--- src/rtl/iic_cfg_seq.sv ---
// Walks a register/data table held in an external ROM and writes each entry to an
// I2C device through a byte controller, with per-entry retries and a response watchdog.
module iic_cfg_seq #(
    parameter logic [7:0]  DEV_ID    = 8'hA0,
    parameter bit          ADDR16    = 1'b1,
    parameter int unsigned PWR_DLY   = 1000,
    parameter int unsigned RETRY_MAX = 3,
    parameter int unsigned TIMEOUT   = 65535
) (
    input  logic        clk,
    input  logic        rst_n,
    input  logic        start,
    input  logic [7:0]  tbl_len,
    output logic [7:0]  tbl_addr,
    input  logic [23:0] tbl_data,
    output logic        w_req,
    output logic [7:0]  device_id,
    output logic [15:0] reg_addr,
    output logic        addr_mode,
    output logic [7:0]  wr_data,
    output logic [5:0]  w_num,
    input  logic        wr_done,
    input  logic        ack,
    output logic        busy,
    output logic        cfg_ok,
    output logic        err,
    output logic [7:0]  err_idx
);

    localparam int DLY_W = (PWR_DLY > 2) ? $clog2(PWR_DLY) : 1;
    localparam int WD_W  = (TIMEOUT > 2) ? $clog2(TIMEOUT) : 1;
    localparam int RTY_W = (RETRY_MAX > 0) ? $clog2(RETRY_MAX + 1) : 1;

    typedef enum logic [2:0] {
        IDLE, DELAY, FETCH, LATCH, ISSUE, WAIT, DONE, ERR
    } state_t;

    state_t           state;
    logic [7:0]       len;
    logic [7:0]       idx;
    logic [DLY_W-1:0] dly_cnt;
    logic [WD_W-1:0]  wd_cnt;
    logic [RTY_W-1:0] retry_cnt;

    logic delay_over;
    logic wd_expired;
    logic last_entry;
    logic can_retry;

    assign device_id = DEV_ID;
    assign addr_mode = ADDR16;
    assign w_num     = 6'd1;

    // The watchdog restarts on the w_req cycle, so it measures cycles since the request.
    assign delay_over = (32'(dly_cnt) + 32'd1) >= PWR_DLY;
    assign wd_expired = (32'(wd_cnt) + 32'd1) >= TIMEOUT;
    assign last_entry = 8'(idx + 8'd1) == len;
    assign can_retry  = 32'(retry_cnt) < RETRY_MAX;

    always_ff @(posedge clk or negedge rst_n) begin
        if (!rst_n) begin
            state     <= IDLE;
            len       <= '0;
            idx       <= '0;
            dly_cnt   <= '0;
            wd_cnt    <= '0;
            retry_cnt <= '0;
            tbl_addr  <= '0;
            reg_addr  <= '0;
            wr_data   <= '0;
            w_req     <= 1'b0;
            busy      <= 1'b0;
            cfg_ok    <= 1'b0;
            err       <= 1'b0;
            err_idx   <= '0;
        end else begin
            w_req <= 1'b0;
            case (state)
                IDLE: begin
                    if (start) begin
                        state     <= DELAY;
                        busy      <= 1'b1;
                        cfg_ok    <= 1'b0;
                        err       <= 1'b0;
                        err_idx   <= '0;
                        len       <= tbl_len;
                        idx       <= '0;
                        tbl_addr  <= '0;
                        retry_cnt <= '0;
                        dly_cnt   <= '0;
                    end
                end
                DELAY: begin
                    if (delay_over) begin
                        state <= (len == 8'd0) ? DONE : FETCH;
                    end else begin
                        dly_cnt <= dly_cnt + 1'b1;
                    end
                end
                FETCH: state <= LATCH;
                LATCH: begin
                    reg_addr <= tbl_data[23:8];
                    wr_data  <= tbl_data[7:0];
                    w_req    <= 1'b1;
                    wd_cnt   <= '0;
                    state    <= ISSUE;
                end
                ISSUE: begin
                    wd_cnt <= wd_cnt + 1'b1;
                    state  <= WAIT;
                end
                WAIT: begin
                    // A completion in the same cycle as the watchdog expiry wins.
                    if (wr_done && !ack) begin
                        retry_cnt <= '0;
                        if (last_entry) begin
                            state <= DONE;
                        end else begin
                            idx      <= idx + 8'd1;
                            tbl_addr <= idx + 8'd1;
                            state    <= FETCH;
                        end
                    end else if (wr_done || wd_expired) begin
                        if (can_retry) begin
                            retry_cnt <= retry_cnt + 1'b1;
                            w_req     <= 1'b1;
                            wd_cnt    <= '0;
                            state     <= ISSUE;
                        end else begin
                            err_idx <= idx;
                            state   <= ERR;
                        end
                    end else begin
                        wd_cnt <= wd_cnt + 1'b1;
                    end
                end
                DONE: begin
                    cfg_ok <= 1'b1;
                    busy   <= 1'b0;
                    state  <= IDLE;
                end
                ERR: begin
                    err   <= 1'b1;
                    busy  <= 1'b0;
                    state <= IDLE;
                end
                default: state <= IDLE;
            endcase
        end
    end

endmodule

--- config.mk ---
export PLATFORM = sky130hd
export DESIGN_NAME = iic_cfg_seq
export DESIGN_NICKNAME = d
export VERILOG_FILES = /design/src/rtl/iic_cfg_seq.sv
export SDC_FILE = /design/constraint.sdc
export NUM_CORES = 1
export LEC_CHECK = 0
export CAP_MARGIN = 5
export CORE_MARGIN = 2
export CORE_UTILIZATION = 51
export CTS_BUF_LIST = sky130_fd_sc_hd__clkbuf_4
export DETAILED_ROUTE_END_ITERATION = 16
export MAX_ROUTING_LAYER = met4
export PLACE_DENSITY_LB_ADDON = 0.08
export SYNTH_ARGS = -nofsm -noshare
export SYNTH_HDL_FRONTEND = slang
export SYNTH_SLANG_ARGS = --single-unit
--- constraint.sdc ---
create_clock -name clk -period 6 [get_ports clk]
set_input_delay 0.9 -clock clk [delete_from_list [all_inputs] [get_ports clk]]
set_output_delay 0.9 -clock clk [all_outputs]
set_load 0.02 [all_outputs]
# == After elaboration in Yosys (flattened, before gate mapping) ==
# Cells that the tools add are included.
# word_totals
reg_bits,83
latchBits,0
ram_bits,0
mem_bits_ro,0
out_inout_bits,59
word_cells,100
mem_count,0
# classes
addsub,6
n_mul,0
n_div,0
order_cmp,3
eq_ne,19
shifts,0
muxes,37
bitwise,0
reduce_logical,22
# op_table
op,n
$mux 16,3
$mux 8,6
$pmux 16 s3,1
$pmux 8 s2,2
$pmux 3 s7,1
$mux 10,2
$pmux 10 s2,1
$mux 3,6
$add 16x1->17 const B,1
$ge 17x16->1 const B,1
$add 16x1->16 const B,1
$ne 2x2->1 const B,8
$eq 3x3->1 const B,4
$add 10x1->11 const B,1
$ge 11x10->1 const B,1
$add 10x1->10 const B,1
$mux 2,5
$reduce_bool 2->1,5
$ne 3x3->1 const B,3
$reduce_and 3->1,3
$add 8x1->8 const B,1
$eq 8x8->1,1
$logic_not 8->1,1
$pmux 1 s2,4
other kinds (15),24

# == Longest topological paths before layout ==
# logic_depth
word_depth,6
depth_mapped,11
depth_no_buf,9

# == Worst setup path before layout ==
# Ideal clock, no wire load.
# synth_timing
path_type,register -> register
startpoint,reg wd_cnt[0]
endpoint,reg wd_cnt[13]
setup_ps,126
arrival_ps,2317
required_time_ps,5874
path_slack_ps,3557
path_stages_with_launch,11
cell_sequence,dfrtp_1 -> ha_1 -> clkbuf_2 -> a21bo_2 -> o31a_1 -> o32ai_1 -> and4b_4 -> a221oi_4 -> buf_6 -> and3_1 -> a221o_1
# synth_via
elab_chain_len,6
# synth_rtl
item,line,text
from (decl),42,logic [WD_W-1:0] wd_cnt;
from (signal assigned),109,wd_cnt <= wd_cnt + 1'b1;
from (signal assigned),134,wd_cnt <= wd_cnt + 1'b1;
$add 16x1->17,56,assign wd_expired = (32'(wd_cnt) + 32'd1) >= TIMEOUT;
$ge 17x16->1,56,
$logic_or 1x1->1,123,end else if (wr_done || wd_expired) begin
$mux 16,123,
$mux 16,114,if (wr_done && !ack) begin
$pmux 16 s3,78,case (state)
# Parallel ways exist; a longest one is shown, timed or not. The select of a mux whose other input is x is not followed.
# A chain may end at the register's enable or synchronous reset.

# == Worst setup path in the final report ==
# layout_timing
startpoint,reg wd_cnt[1]
endpoint,reg wd_cnt[13]
# Same word-level chain as after synthesis.

==> metrics.txt <==
Post-Synth XOR/XNOR Area 0.0282; Die ar. 9910 um^2; hold slack 0.510 ns; # port buffers 80; Max-slew headroom 0.323; Post-Route WL 9850 um; fin cells 651; mux contribution to synthesized area 0.0887; Congestion Overflow GR 0; most area-consuming cells after synthesis dfrtp_1 45%, mux2_2 6.3%, nand2_1 5.1%; gpl congestion 0.917; R2R Setup Slk 2.79 ns; Clock Pin Slew Worst Setup and Hold Paths 0.14 ns; maximum vdd drop 218 uV; Top Metal Used met4; worst-case clock skew 0.0189 ns; RSZ-0062 raised after global routing false; met2 wire length 4830 um; # IOs 96; fin area 5540 um^2; CP max FO 25; Post-Synth Adder-Cell Area 0.0156; Crit path max-delay family compound AO/OA/AOI/OAI gates; Core Area 8810 um^2; CP Data Arrival Time 3.55 ns; Setup crit start kind flip-flop; reg2reg start wd_cnt[1]; Cell Area, Placed 5400 um^2; Hold Crit Depth 2; Top FF cell, synth dfrtp_1; synth cell count leaders 83 x dfrtp_1, 63 x nand2_1, 26 x mux2_2, 25 x o21ai_0; Core Util, Final 0.630; Die X 99.6 um; Critical Path RT 6.35 ns; global-route wire length before repair 16700 um; Ys Warns 0; maximum number of pins on one net before global-route repair 84; cts hold-fix bufs 0; Metal-1 WL 4530 um; TritonCTS sink count 83; fraction of the yosys area taken by sequential cells 0.446; die height 99.6 um; pre-CTS WS 2.72 ns; WS Path Type flip-flop to flip-flop; H-Tree Depth 3; initial antenna violation count 0; Setup TNS 0 ns; Tot Pwr 2.10 mW; Cell variety after synth 62; crit path cell chain ha_1 > a21oi_1 > or4_1 > a32oi_1 > and4b_4 > a221oi_4 > and3_1 > a221o_1; largest family of logic cells by synthesized area simple AND/OR/NAND/NOR gates; Max Cap Viol 0; total CTS buffers 9; Vias/cell 5.68; crit-path max cell delay 0.76 ns; Async S/R FF share, synth 1.00; DR iter-0 viols 164; Power Density 379 nW/um^2; Setup Buffers After CTS 0; Crit. End Element flip-flop; Rows 34; Fmax achieved 0.312 GHz; Worst Hold Endpoint busy; Cells after DPL 635; Bufs and invs on worst path 0; DRC errors left 0; outcome finished, final reports clean; gr usage total 0.210; synthesized area per cell 9.80 um^2; DR WL met3 440 um; Slew Limit Fails 0; clk buf depth 2; initial core utilization 0.529; vias in the first global route 3517; #FFs+latches synth 83; hpwl dp 7030 um; Synth Area in Compound Gates 0.166; Synth Instances 475; DRT Pass-1 Iters 4; DR vias 3698; FF-to-FF End wd_cnt[13]; cts repair resizes 0; Routed Antenna Nets 0; Post-Synth Simple-Gate Area 0.195; cells on worst reg2reg path 8; HP Class flip-flop to flip-flop; share of layout cells above drive strength 1 0.112; final hold vios 0; post-route setup slack 2.79 ns; critical path's slowest cell a221oi_4; CTS tree done; Mapped Area 4660 um^2; clk_lat worst skew 0.41 ns; post-layout min period 3.21 ns; hold path startpoint busy; count of final setup violators 0; share of the synthesized area in the top cell type 0.446; Nets 580; Leakage 2.46 nW; Period Utilization, post-route 0.535; n_diodes 0; area grow syn2layout 19.0%; Avg WL per Cell 15.1 um; Root Driver clkbuf_4; slew at the pin with the worst max-slew slack 1.02 ns; most numerous cell in the Yosys netlist dfrtp_1; EDFF count, synth 0; largest area contributor in the netlist dfrtp_1
logic make-up (layout without fill, tap and decap cells):
| group | after synthesis | count (layout) |
|---|---|---|
| other | 2 | 15 |
| flip-flops | 83 | 83 |
| multiplexers | 38 | 38 |
| AO/OA/AOI/OAI | 106 | 106 |
| XOR/XNOR | 15 | 15 |
| adder cells (fa/ha/maj) | 6 | 6 |
| AND/OR/NAND/NOR | 177 | 177 |
| buffers and inverters | 48 | 103 |
tightest hold or removal path, cell delays in order, from the launching register on:
cell     delay (ns)
dfrtp_1        0.38
nand2_1        0.05
nand2_1        0.06
power breakdown:
| part | internal (mW) | switching, mW | leakage [nW] |
|---|---|---|---|
| clock | 0.135 | 0.207 | 0.0783 |
| sequential | 0.713 | 0.141 | 1.08 |
| combinational | 0.432 | 0.473 | 1.30 |
| total | 1.28 | 0.821 | 2.46 |
flip-flops by register name (all words and copies together) (netlist names):
register and cells:
dly_cnt 10, wr_data 8, w_req 1, err_idx 8, busy 1, len 8, err 1, idx 8
reg_addr 16, retry_cnt 2, wd_cnt 16, state 3, cfg_ok 1
placed cells by master (no fill, tap or decap), types with 4 or more instances in the layout:
cell	instances
nand2_1	63
o21ai_0	25
a21oi_1	17
inv_6	5
a21o_1	6
clkbuf_4	9
mux2_2	26
or2_2	4
nor2b_1	6
or3_1	5
a22o_1	4
xnor2_1	6
nand2b_1	5
a31oi_1	6
and3_1	23
a221o_1	9
nor4_1	4
nor3_1	9
nand4_1	6
clkdlybuf4s50_1	79
o22ai_1	4
ha_1	5
and2_1	5
xor2_1	9
nand3_1	10
mux2i_1	12
nor2_1	23
inv_1	6
conb_1	15
dfrtp_1	83
how the worst max path moves through the flow:
stage / start / endpoint / slack [ns] / cells after the start
5_1_grt: wd_cnt[0] / wd_cnt[9] / 2.53 / 8
3_3_place_gp: start / idx[6] / 2.79 / 7
3_5_place_dp: start / idx[6] / 2.72 / 7
2_1_floorplan: wd_cnt[0] / wd_cnt[13] / 3.56 / 10
4_1_cts: wd_cnt[0] / wd_cnt[9] / 2.79 / 8
6_report: wd_cnt[1] / wd_cnt[13] / 2.79 / 8
metal layers:
| layer | track usage | up-vias |
|---|---|---|
| li1 | - | 1825 |
| met1 | 0.276 | 1768 |
| met2 | 0.344 | 101 |
| met3 | 0.0288 | 4 |
| met4 | 0.0569 | 0 |
| met5 | - | - |
final cells by class:
| type | count | area (um^2) |
|---|---|---|
| clock buffer | 9 | 67.6 |
| clock inverter | 7 | 81.3 |
| fill | 776 | 3260 |
| inverter | 6 | 22.5 |
| multi-input combinational | 357 | 2350 |
| sequential | 83 | 2080 |
| tap | 108 | 135 |
| timing repair buffer | 81 | 806 |
Power figures use the tool's default switching activity.
